`src/rtl/fpga_regs_pkg.sv`:
```
// Shared constants and helpers for the board-control register bank.
package fpga_regs_pkg;

  localparam int unsigned MAX_REG_W = 32;
  localparam int unsigned MAX_REGS  = 16;
  // Byte counter / read pointer width; covers up to four bytes per register.
  localparam int unsigned CNT_W     = 2;

  // Number of bus bytes needed to carry a register of the given width.
  function automatic int unsigned bytes_of(input int unsigned width);
    return (width + 32'd7) / 32'd8;
  endfunction

endpackage

```
`src/rtl/fpga_regs_bank_if.sv`:
```
// Byte-bus fabric between a command master and the register bank.
interface fpga_regs_bank_if #(
  parameter int unsigned NUM_REGS = 9
);
  logic [7:0]            master_data;
  logic                  master_sof;
  logic [NUM_REGS-1:0]   valid_bus;
  logic [NUM_REGS-1:0]   rdreq_bus;
  logic [NUM_REGS-1:0]   have_msg_bus;
  logic [8*NUM_REGS-1:0] slave_data_bus;
  logic [8*NUM_REGS-1:0] len_bus;

  modport master (
    output master_data, master_sof, valid_bus, rdreq_bus,
    input  have_msg_bus, slave_data_bus, len_bus
  );

  modport slave (
    input  master_data, master_sof, valid_bus, rdreq_bus,
    output have_msg_bus, slave_data_bus, len_bus
  );
endinterface

```
`src/rtl/fpga_regs_bank_channel.sv`:
```
// One register channel: MSB-first byte assembly, atomic commit and,
// when FPGA_REGS_READBACK_EN is defined, a FWFT readback of the stored bytes.
module fpga_reg_channel
  import fpga_regs_pkg::*;
#(
  parameter int unsigned      REG_W    = 8,
  parameter logic [REG_W-1:0] INIT_VAL = '0
) (
  input  logic             clk,
  input  logic             n_rst,
  input  logic [7:0]       master_data_i,
  input  logic             master_sof_i,
  input  logic             valid_i,
  input  logic             rdreq_i,
  output logic             have_msg_o,
  output logic [7:0]       slave_data_o,
  output logic [7:0]       len_o,
  output logic [REG_W-1:0] reg_o,
  output logic             commit_o
);

  localparam int unsigned     BYTES = bytes_of(REG_W);
  localparam int unsigned     SH_W  = 8 * BYTES;
  localparam logic [CNT_W-1:0] LAST = CNT_W'(BYTES - 1);

  logic [SH_W-1:0]  shadow_q, shadow_d;
  logic [SH_W+7:0]  cat;
  logic [CNT_W-1:0] wr_cnt_q, cnt_eff;
  logic [REG_W-1:0] reg_q;
  logic             commit_q;
  logic             commit_now;

  // Next shadow contents and commit decision; SOF restarts the frame at byte 0.
  always_comb begin
    cat        = {shadow_q, master_data_i};
    shadow_d   = cat[SH_W-1:0];
    cnt_eff    = master_sof_i ? '0 : wr_cnt_q;
    commit_now = valid_i && (cnt_eff == LAST);
  end

  // Byte assembly and atomic register commit.
  always_ff @(posedge clk or negedge n_rst) begin
    if (!n_rst) begin
      shadow_q <= '0;
      wr_cnt_q <= '0;
      reg_q    <= INIT_VAL;
      commit_q <= 1'b0;
    end else begin
      commit_q <= 1'b0;
      if (valid_i) begin
        shadow_q <= shadow_d;
        if (commit_now) begin
          reg_q    <= cat[REG_W-1:0];
          wr_cnt_q <= '0;
          commit_q <= 1'b1;
        end else begin
          wr_cnt_q <= cnt_eff + 1'b1;
        end
      end else if (master_sof_i) begin
        wr_cnt_q <= '0;
      end
    end
  end

  assign reg_o    = reg_q;
  assign commit_o = commit_q;

`ifdef FPGA_REGS_READBACK_EN
  logic [SH_W-1:0]  snap_q;
  logic [CNT_W-1:0] rd_ptr_q;
  logic             have_q;

  // Readback snapshot; a commit overrides a coincident pop.
  always_ff @(posedge clk or negedge n_rst) begin
    if (!n_rst) begin
      snap_q   <= '0;
      rd_ptr_q <= '0;
      have_q   <= 1'b0;
    end else if (commit_now) begin
      snap_q   <= shadow_d;
      rd_ptr_q <= '0;
      have_q   <= 1'b1;
    end else if (rdreq_i && have_q) begin
      if (rd_ptr_q == LAST) begin
        rd_ptr_q <= '0;
        have_q   <= 1'b0;
      end else begin
        rd_ptr_q <= rd_ptr_q + 1'b1;
      end
    end
  end

  // First-word-fall-through view of the snapshot, MSB byte first.
  always_comb begin
    slave_data_o = '0;
    for (int unsigned i = 0; i < BYTES; i++) begin
      if (rd_ptr_q == CNT_W'(i)) slave_data_o = snap_q[(BYTES-1-i)*8 +: 8];
    end
    len_o      = have_q ? (8'(BYTES) - 8'(rd_ptr_q)) : '0;
    have_msg_o = have_q;
  end
`else
  // Readback path not built.
  always_comb begin
    slave_data_o = '0;
    len_o        = '0;
    have_msg_o   = 1'b0;
  end
`endif

endmodule

```
`src/rtl/fpga_regs_bank.sv`:
```
// Parametrised control-register bank on the master/slave byte-bus fabric.
// Optional readback path enabled by defining FPGA_REGS_READBACK_EN.
module fpga_regs_bank
  import fpga_regs_pkg::*;
#(
  parameter int unsigned               NUM_REGS = 9,
  parameter int unsigned               REG_W    = 8,
  parameter logic [NUM_REGS*REG_W-1:0] INIT     = '0
) (
  input  logic                      clk,
  input  logic                      n_rst,
  fpga_regs_bank_if.slave           bus,
  output logic [NUM_REGS*REG_W-1:0] regs_bus,
  output logic [NUM_REGS-1:0]       commit_bus
);

  logic [NUM_REGS-1:0]   have_msg;
  logic [8*NUM_REGS-1:0] slave_data;
  logic [8*NUM_REGS-1:0] len;

  for (genvar g = 0; g < NUM_REGS; g++) begin : g_ch
    fpga_reg_channel #(
      .REG_W   (REG_W),
      .INIT_VAL(INIT[g*REG_W +: REG_W])
    ) u_ch (
      .clk          (clk),
      .n_rst        (n_rst),
      .master_data_i(bus.master_data),
      .master_sof_i (bus.master_sof),
      .valid_i      (bus.valid_bus[g]),
      .rdreq_i      (bus.rdreq_bus[g]),
      .have_msg_o   (have_msg[g]),
      .slave_data_o (slave_data[8*g +: 8]),
      .len_o        (len[8*g +: 8]),
      .reg_o        (regs_bus[g*REG_W +: REG_W]),
      .commit_o     (commit_bus[g])
    );
  end

  // Publish per-channel readback state onto the fabric.
  always_comb begin
    bus.have_msg_bus   = have_msg;
    bus.slave_data_bus = slave_data;
    bus.len_bus        = len;
  end

endmodule

```
`src/flat_wrapper.sv`:
```
// flat-port wrapper written by rule: the top's interface ports become plain ports
module fpga_regs_bank_flat import fpga_regs_pkg::*;
#(
  parameter int unsigned               NUM_REGS = 9,
  parameter int unsigned               REG_W    = 8,
  parameter logic [NUM_REGS*REG_W-1:0] INIT     = '0
)
  (clk, n_rst, regs_bus, commit_bus, bus_master_data, bus_master_sof, bus_valid_bus, bus_rdreq_bus, bus_have_msg_bus, bus_slave_data_bus, bus_len_bus);
  fpga_regs_bank_if #(.NUM_REGS(NUM_REGS)) bus_i ();
  input  logic clk;
  input  logic n_rst;
  output logic [NUM_REGS*REG_W-1:0] regs_bus;
  output logic [NUM_REGS-1:0] commit_bus;
  input wire logic [$bits(bus_i.master_data)-1:0] bus_master_data;
  input wire logic [$bits(bus_i.master_sof)-1:0] bus_master_sof;
  input wire logic [$bits(bus_i.valid_bus)-1:0] bus_valid_bus;
  input wire logic [$bits(bus_i.rdreq_bus)-1:0] bus_rdreq_bus;
  output wire logic [$bits(bus_i.have_msg_bus)-1:0] bus_have_msg_bus;
  output wire logic [$bits(bus_i.slave_data_bus)-1:0] bus_slave_data_bus;
  output wire logic [$bits(bus_i.len_bus)-1:0] bus_len_bus;
  assign bus_i.master_data = bus_master_data;
  assign bus_i.master_sof = bus_master_sof;
  assign bus_i.valid_bus = bus_valid_bus;
  assign bus_i.rdreq_bus = bus_rdreq_bus;
  assign bus_have_msg_bus = bus_i.have_msg_bus;
  assign bus_slave_data_bus = bus_i.slave_data_bus;
  assign bus_len_bus = bus_i.len_bus;
  fpga_regs_bank #(.NUM_REGS(NUM_REGS), .REG_W(REG_W), .INIT(INIT)) u_core (.clk(clk), .n_rst(n_rst), .bus(bus_i), .regs_bus(regs_bus), .commit_bus(commit_bus));
endmodule
```
`config.mk`:
```
export PLATFORM = sky130hd
export DESIGN_NAME = fpga_regs_bank_flat
export DESIGN_NICKNAME = d
export VERILOG_FILES = /design/src/rtl/fpga_regs_pkg.sv /design/src/rtl/fpga_regs_bank_if.sv /design/src/rtl/fpga_regs_bank_channel.sv /design/src/rtl/fpga_regs_bank.sv /design/src/flat_wrapper.sv
export SDC_FILE = /design/constraint.sdc
export NUM_CORES = 1
export LEC_CHECK = 0
export CORE_MARGIN = 1
export CORE_UTILIZATION = 40
export CTS_CLUSTER_SIZE = 28
export DETAILED_ROUTE_END_ITERATION = 6
export GPL_ROUTABILITY_DRIVEN = 0
export GPL_TIMING_DRIVEN = 0
export PLACE_DENSITY = 0.87
export SYNTH_ARGS = -nofsm -noshare
export SYNTH_HDL_FRONTEND = slang
export SYNTH_HIERARCHICAL = 1
export SYNTH_SLANG_ARGS = --single-unit
```
`constraint.sdc`:
```
create_clock -name clk -period 1.35 [get_ports clk]
set_input_delay 0.27 -clock clk [delete_from_list [all_inputs] [get_ports clk]]
set_output_delay 0.27 -clock clk [all_outputs]
set_load 0.01 [all_outputs]
```
; ---- Yosys cells after proc, flatten, opt, wreduce, memory -nomap -nowiden
; Cells that the tools add are included.
[classes]
div_mod_pow = 0
bitwise_logic = 0
multipliers = 0
reduce_logical = 27
order_cmp = 0
muxes = 45
n_addsub = 9
shifts = 0
n_eq_ne = 0
[ops]
columns = cell, n
row1 = 2-bit two-way mux, 27
row2 = 2-bit by 1-bit adder with 2-bit output (second input constant), 9
row3 = 2-bit zero test, 9
row4 = 1-bit two-way mux, 18
row5 = 2-bit AND reduction, 9
row6 = 1-bit logical AND, 9
[totals]
latch_bits = 0
ramBits = 0
input_bits = 29
output_inout_bits = 234
register_bits = 99
wordCells = 108
mem_count = 0
mem_bits_ro = 0

; ---- Depth between registers and ports, before layout
; Gate-level depths: netlist of the first run.
[depth]
word_depth = 5
depth_mapped = 4
depth_no_buf = 4

; ---- By module
; Netlist of the first run, hierarchy kept.
[by_module_without_submodules]
columns = module, area_each_um2, instances, cells_per_inst, seq_area_each_um2
row1 = fpga_reg_channel, 559.3, 9, 46, 275.3

; ---- Worst setup path before layout of the first run
; OpenSTA, ideal clock, no wires.
[synth_timing]
path_kind = input -> register
start = in bus_master_sof
end = reg u_core.g_ch[0].u_ch.reg_q[0]
required_time_ns = 1.225
path_slack_ns = 0.093
setup_time_ns = 0.125
arrival_ns = 1.132
cell_stages = 4
cell_sequence = nand2b_1 ha_1 nand2_2 mux2_2
[synth_between]
elab_chain_len = 4
[synth_lines]
columns = element, line
row1 = "start, declared", flat_wrapper.sv:15  ; input wire logic [$bits(bus_i.master_sof)-1:0] bus_master_sof;
row2 = 2-bit two-way mux, n/a
row3 = 2-bit zero test, fpga_regs_bank_channel.sv:38  ; commit_now = valid_i && (cnt_eff == LAST);
row4 = 1-bit logical AND, fpga_regs_bank_channel.sv:38
row5 = 2-bit AND reduction (no source line), n/a
row6 = "end signal, assigned", fpga_regs_bank_channel.sv:53  ; reg_q <= cat[REG_W-1:0];
row7 = "end, declared", fpga_regs_bank_channel.sv:29  ; logic [REG_W-1:0] reg_q;
; Every way passes these cells.
; A chain may end at the register's enable or synchronous reset.

; ---- Worst setup path after layout of the first run
[layout_timing]
start = reg u_core.g_ch[6].u_ch.wr_cnt_q[0]
end = reg u_core.g_ch[6].u_ch.reg_q[3]
[layout_between]
elab_chain_len = 4
[layout_lines]
columns = element, line
row1 = "start, declared", fpga_regs_bank_channel.sv:28  ; logic [CNT_W-1:0] wr_cnt_q, cnt_eff;
row2 = "start signal, assigned", fpga_regs_bank_channel.sv:57  ; wr_cnt_q <= cnt_eff + 1'b1;
row3 = 2-bit two-way mux, n/a
row4 = 2-bit zero test, fpga_regs_bank_channel.sv:38
row5 = 1-bit logical AND, fpga_regs_bank_channel.sv:38
row6 = 2-bit AND reduction (no source line), n/a
row7 = "end signal, assigned", fpga_regs_bank_channel.sv:53
row8 = "end, declared", fpga_regs_bank_channel.sv:29
; Every way passes these cells.

==> results.json, run 1 <==
{
  "powerDensity_mw_per_mm2": 1014,
  "ys_seq_area_share_pct": 49.22,
  "critPathLaunchType": "flop",
  "mostFrequentLayoutCells": "buf_4 (155), conb_1 (153), dfrtp_1 (99)",
  "grt_pass1_wl_um": 15860,
  "syn-cell-area_mm2": 0.005034,
  "clock_path_buffers": 2,
  "synth.avg_cell_area_um2": 12.16,
  "synth-simple-area-share_pct": 4.698,
  "cp_num_cells": 4,
  "rr_worst_depth": 4,
  "synth_cell_types": 11,
  "max_freq_mhz": 767.7,
  "cts.sink_count": 99,
  "synth_xor_area_share_pct": 0,
  "overflow": 0,
  "ir_drop_v": 0.0009442,
  "drive_gt1_share_pct": 38.47,
  "critical_path_buf_inv_count": 0,
  "cts_root_buf": "clkbuf_16",
  "status": "completed",
  "num_vias": 3258,
  "yosysWarnings": 6,
  "worst_slack_ns": 0.04743,
  "ant_nets": 0,
  "synth-compound-area-share_pct": 1.119,
  "cts.clk_slew.worst_paths_ns": 0.07,
  "period_share_pct": 96.49,
  "vias_per_cell": 3.837,
  "cts_tree": "yes",
  "grt_pass1_vias": 3028,
  "num_antenna_cells": 0,
  "path_delay_family": "multiplexers",
  "cp-end-kind": "flop",
  "antenna_found_initial": 0,
  "path_class": "reg -> reg",
  "core_mm2": 0.01216,
  "synthMuxAreaShare_pct": 17.90,
  "cellLeakagePower_nw": 3.774,
  "areaGrowthSynthToFinish_pct": 40.99,
  "htree_levels": 3,
  "ys_ff_latch": 99,
  "utilization_pct": 58.35,
  "worstPathArrival_ns": 1.53,
  "numCtsBuffers": 9,
  "slew_viol_final": 0,
  "die_area_mm2": 0.01304,
  "grtUsageTotal_pct": 16.34,
  "fin_crit_ns": 1.303,
  "synthAdderAreaFrac_pct": 2.237,
  "ioPinCount": 263,
  "post_synth_inst_count": 414,
  "drc": 0,
  "clk_latency_ns": 0.34,
  "crit_required_ns": 1.58,
  "initial_core_util_pct": 41.39,
  "finalClockSkew_ns": 0.006911,
  "grt_max_degree": 71,
  "die_h_um": 114.2,
  "rows": 40,
  "post-place-ws_ns": -1.036,
  "synth_top_family_by_area": "buffers and inverters",
  "post_drt_wl_per_cell_um": 12.80,
  "drv_cap": 0,
  "hp-class": "in -> async",
  "hold_viol_final": 0,
  "hpwlAfterDp_um": 7601,
  "worstPathMaxFanout": 9,
  "final_common_cell": "buf_4",
  "max_stage_delay_ns": 0.36,
  "cp_slowest_cell": "mux2_2",
  "setup_viol": 0,
  "portBuffers": 100,
  "dr.pass1.iters": 4,
  "nets": 714,
  "drt_iter0_markers": 56,
  "cp_cell_sequence": "nand2b_1 > ha_1 > nand2_4 > mux2_2",
  "die_w_um": 114.2,
  "route.final.wire_length_um": 10870
}
==> kinds of logic (layout without fill, tap and decap cells) <==
logic type                 after synthesis  in the layout
buffers and inverters                  171            290
DFF                                     99             99
muxes                                   81             81
and+or+nand+nor                         36             40
adders and majority gates                9              9
other                                    9            153
AOI/OAI and AO/OA                        9              9
==> cell type report <==
| type | count | area, um^2 |
|---|---|---|
| fill | 1058 | 5065 |
| clock buffer | 9 | 225.2 |
| clock inverter | 7 | 55.05 |
| tap | 168 | 210.2 |
| inverter | 18 | 67.56 |
| multi-input combinational | 292 | 1976 |
| timing repair buffer | 103 | 937.1 |
| sequential | 99 | 2477 |
| buffer | 153 | 1149 |
==> power by group <==
part | switching (mW) | total (mW) | internal, mW | leakage (nW)
combinational | 0.735 | 1.51 | 0.772 | 2.44
sequential | 0.0952 | 3.29 | 3.19 | 1.20
clock | 1.14 | 2.40 | 1.26 | 0.132
total | 1.97 | 7.20 | 5.22 | 3.77
==> registers in the layout (all words and copies together), names as in the netlist <==
name and flops:
u_core/g_ch.u_ch/commit_o 9, u_core/g_ch.u_ch/reg_o 72, u_core/g_ch.u_ch/wr_cnt_q 18
==> timing repair <==
item                       in CTS  in global routing
gates resized for setup        96                  5
pin swaps                       1                  6
hold buffers                    1                  0
setup endpoints to repair     180                 34
buffers inserted                0                  1
hold endpoints to repair       29                  0
cloned                          1                  3
==> metal layers <==
layer,share of wire (%),global-route usage (%),vias up
li1,-,-,1577
met1,39,18.15,1541
met2,52,28.93,128
met3,7.6,5.717,12
met4,1.4,5.801,0
met5,0,0,-
==> worst reg2reg max path, cell delays in order, from the launching register on <==
cell,delay [ns]
dfrtp_1,0.33
nand2b_1,0.08
ha_1,0.25
nand2_4,0.17
mux2_2,0.36
==> through the flow <==
stage / total power, mW / instance area (um^2) / cells / hold slack [ns] / setup TNS (ns)
finish: 7.196 / 7097 / 849 / 0.3920 / 0
global route: 7.572 / 7097 / 849 / 0.4174 / -0.003413
CTS: 7.261 / 7048 / 845 / 0.3891 / 0
detailed placement: 4.987 / 6810 / 827 / 0.2284 / -86.94
global placement: 4.954 / 6785 / 826 / 0.4856 / -462.31
floorplan: 4.254 / 5574 / 558 / -0.02559 / 0
==> synthesized netlist by cell type, drive strengths merged <==
master,n,area [um^2]
inv,18,67.56
mux2i,9,90.09
buf,153,1149
dfrtp,99,2477
mux2,72,810.8
o22ai,9,56.30
conb,9,33.78
ha,9,112.6
nand2b,18,112.6
nand2,9,56.30
or2b,9,67.56
==> final timing paths <==
check                                           startpoint                              end  slack, ns
setup / recovery           u_core/g_ch[6].u_ch/wr_cnt_q[0]     u_core/g_ch[6].u_ch/reg_o[3]       0.05
min in group clk                            bus_master_sof  u_core/g_ch[3].u_ch/wr_cnt_q[1]       0.49
max in group asynchronous                            n_rst     u_core/g_ch[3].u_ch/reg_o[6]       0.25
setup reg to reg           u_core/g_ch[6].u_ch/wr_cnt_q[0]     u_core/g_ch[6].u_ch/reg_o[3]       0.05
hold reg to reg               u_core/g_ch[6].u_ch/reg_o[1]     u_core/g_ch[6].u_ch/reg_o[1]       0.50
hold / removal                                       n_rst     u_core/g_ch[5].u_ch/reg_o[3]       0.39
Power figures use the tool's default switching activity.
==> run 2, diff against run 1 <==
--- a/config.mk
+++ b/config.mk
@@ -5,8 +5,10 @@
 export SDC_FILE = /design/constraint.sdc
 export NUM_CORES = 1
 export LEC_CHECK = 0
+export CELL_PAD_IN_SITES_DETAIL_PLACEMENT = 0
+export CELL_PAD_IN_SITES_GLOBAL_PLACEMENT = 1
 export CORE_MARGIN = 1
-export CORE_UTILIZATION = 40
+export CORE_UTILIZATION = 30
 export CTS_CLUSTER_SIZE = 28
 export DETAILED_ROUTE_END_ITERATION = 6
 export GPL_ROUTABILITY_DRIVEN = 0
==> run 2 against run 1 <==
  * Utilization down 14 points
  * Sequential power hardly changed
  * Critical path depth is 3 lower
  * Combinational power is essentially flat
  * Flip-flop and latch count is the same
  * Maximum frequency is essentially flat
  * Die area is 33% higher
  * Clock power increased by 10%
  * Non-clock buffer count increased by 2
  * Register-to-register slack hardly changed
  * Critical endpoint is now regs_bus[60]
==> results.json, run 2 (synthesis results as in run 1) <==
{
  "path_delay_family": "flip-flops",
  "route.final.wire_length_um": 11350,
  "drt_iter0_markers": 96,
  "powerDensity_mw_per_mm2": 1029,
  "cp_cell_sequence": "dlygate4sd2_1",
  "max_slew_margin_pct": 60.90,
  "die_w_um": 131.5,
  "dr.pass1.iters": 4,
  "vias_per_cell": 3.565,
  "status": "completed",
  "rsz0062_at_grt": "false",
  "grt_pass1_wl_um": 16280,
  "areaGrowthSynthToFinish_pct": 43.57,
  "cts.clk_slew.worst_paths_ns": 0.07,
  "finalClockSkew_ns": 0.005101,
  "fin_crit_ns": 1.301,
  "hpwlAfterDp_um": 7957,
  "hold_viol_final": 0,
  "worst_slack_ns": 0.04852,
  "critPathLaunchType": "flop",
  "crit_path_start": "u_core/g_ch[7].u_ch/reg_o[4]",
  "mostFrequentLayoutCells": "buf_4 (157), conb_1 (153), dfrtp_1 (99)",
  "post-place-ws_ns": -1.063,
  "core_mm2": 0.01612,
  "slew_viol_final": 0,
  "ioPinCount": 263,
  "worstPathMaxFanout": 2,
  "worstPathArrival_ns": 1.03,
  "max_stage_delay_ns": 0.38,
  "largest_reg_flops": 72,
  "r2r-start": "u_core/g_ch[2].u_ch/wr_cnt_q[0]",
  "max_freq_mhz": 768.4,
  "nets": 718,
  "regToRegSetupSlack_ns": 0.06,
  "cp-end-kind": "output pin",
  "crit_end": "regs_bus[60]",
  "drc": 0,
  "num_vias": 3212,
  "clock_path_buffers": 2,
  "hp-class": "in -> async",
  "portBuffers": 100,
  "rr_worst_depth": 4,
  "ant_nets": 0,
  "rows": 46,
  "clk_latency_ns": 0.35,
  "grt_max_degree": 57,
  "cellLeakagePower_nw": 3.803,
  "critical_path_buf_inv_count": 1,
  "final_common_cell": "buf_4",
  "cp_num_cells": 1,
  "r2r-end": "u_core/g_ch[2].u_ch/reg_o[6]",
  "post_drt_wl_per_cell_um": 12.60,
  "num_antenna_cells": 0,
  "worst_slew_pin_slew_ns": 0.5865,
  "die_area_mm2": 0.01730,
  "overflow": 0,
  "antenna_found_initial": 0,
  "path_class": "reg -> out",
  "cts_tree": "yes",
  "initial_core_util_pct": 31.23,
  "drv_cap": 0,
  "numCtsBuffers": 9,
  "cts_root_buf": "clkbuf_16",
  "setup_viol": 0,
  "hold_ws_ns": 0.4776,
  "cp_slowest_cell": "dfrtp_1",
  "period_share_pct": 96.41,
  "die_h_um": 131.5,
  "drive_gt1_share_pct": 39.12,
  "cts.sink_count": 99,
  "crit_required_ns": 1.08,
  "htree_levels": 3,
  "grt_pass1_vias": 2881,
  "grtUsageTotal_pct": 12.38,
  "ir_drop_v": 0.0007024
}
run 2: how the worst min path moves through the flow:
| stage | depth (start not counted) | from | end | slack (ns) |
|---|---|---|---|---|
| after floorplan | 0 | n_rst | u_core/g_ch[0].u_ch/commit_o | -0.03 |
| after global placement | 1 | u_core/g_ch[0].u_ch/reg_o[1] | u_core/g_ch[0].u_ch/reg_o[1] | 0.49 |
| after detailed placement | 1 | n_rst | u_core/g_ch[7].u_ch/wr_cnt_q[0] | 0.31 |
| after CTS | 2 | n_rst | u_core/g_ch[7].u_ch/wr_cnt_q[0] | 0.49 |
| after global routing | 2 | n_rst | u_core/g_ch[8].u_ch/wr_cnt_q[0] | 0.51 |
| final | 2 | n_rst | u_core/g_ch[6].u_ch/commit_o | 0.48 |
run 2: cell type report:
type | instances | area [um^2]
Inverter | 18 | 67.56
Sequential cell | 99 | 2477
Buffer | 153 | 1149
Clock inverter | 7 | 76.32
Fill cell | 1560 | 8889
Multi-Input combinational cell | 294 | 2008
Tap cell | 216 | 270.3
Clock buffer | 9 | 225.2
Timing Repair Buffer | 105 | 953.4
run 2: routing by layer:
layer	part of all wire [%]	track usage, %	vias up
met5	0	0	-
met4	0.75	2.713	0
met3	7.3	5.131	7
met2	51	21.31	125
met1	40	14.25	1497
li1	-	-	1583
run 2: stage by stage:
stage / total power [mW] / area [um^2] / utilization (%) / cells / TNS, ns
finish: 7.438 / 7227 / 44.84 / 901 / 0
global route: 7.792 / 7227 / 44.84 / 901 / 0
CTS: 7.496 / 7121 / 44.18 / 892 / 0
detailed placement: 4.999 / 6870 / 42.63 / 875 / -93.55
global placement: 4.971 / 6845 / 42.48 / 874 / -472.10
floorplan: 4.254 / 5574 / - / 558 / 0
run 2: repair_timing:
| action | CTS | global route |
|---|---|---|
| resized for setup | 95 | 11 |
| hold buffers | 1 | 0 |
| gates cloned | 0 | 6 |
| endpoints found under the hold margin | 43 | 0 |
| setup endpoints to repair | 180 | 48 |
| pin swaps | 0 | 6 |
| buffers inserted | 0 | 3 |
run 2: where the power goes:
group / internal [mW] / total, mW / switching, mW
sequential: 3.19 / 3.29 / 0.0966
combinational: 0.777 / 1.51 / 0.733
clock: 1.45 / 2.64 / 1.19
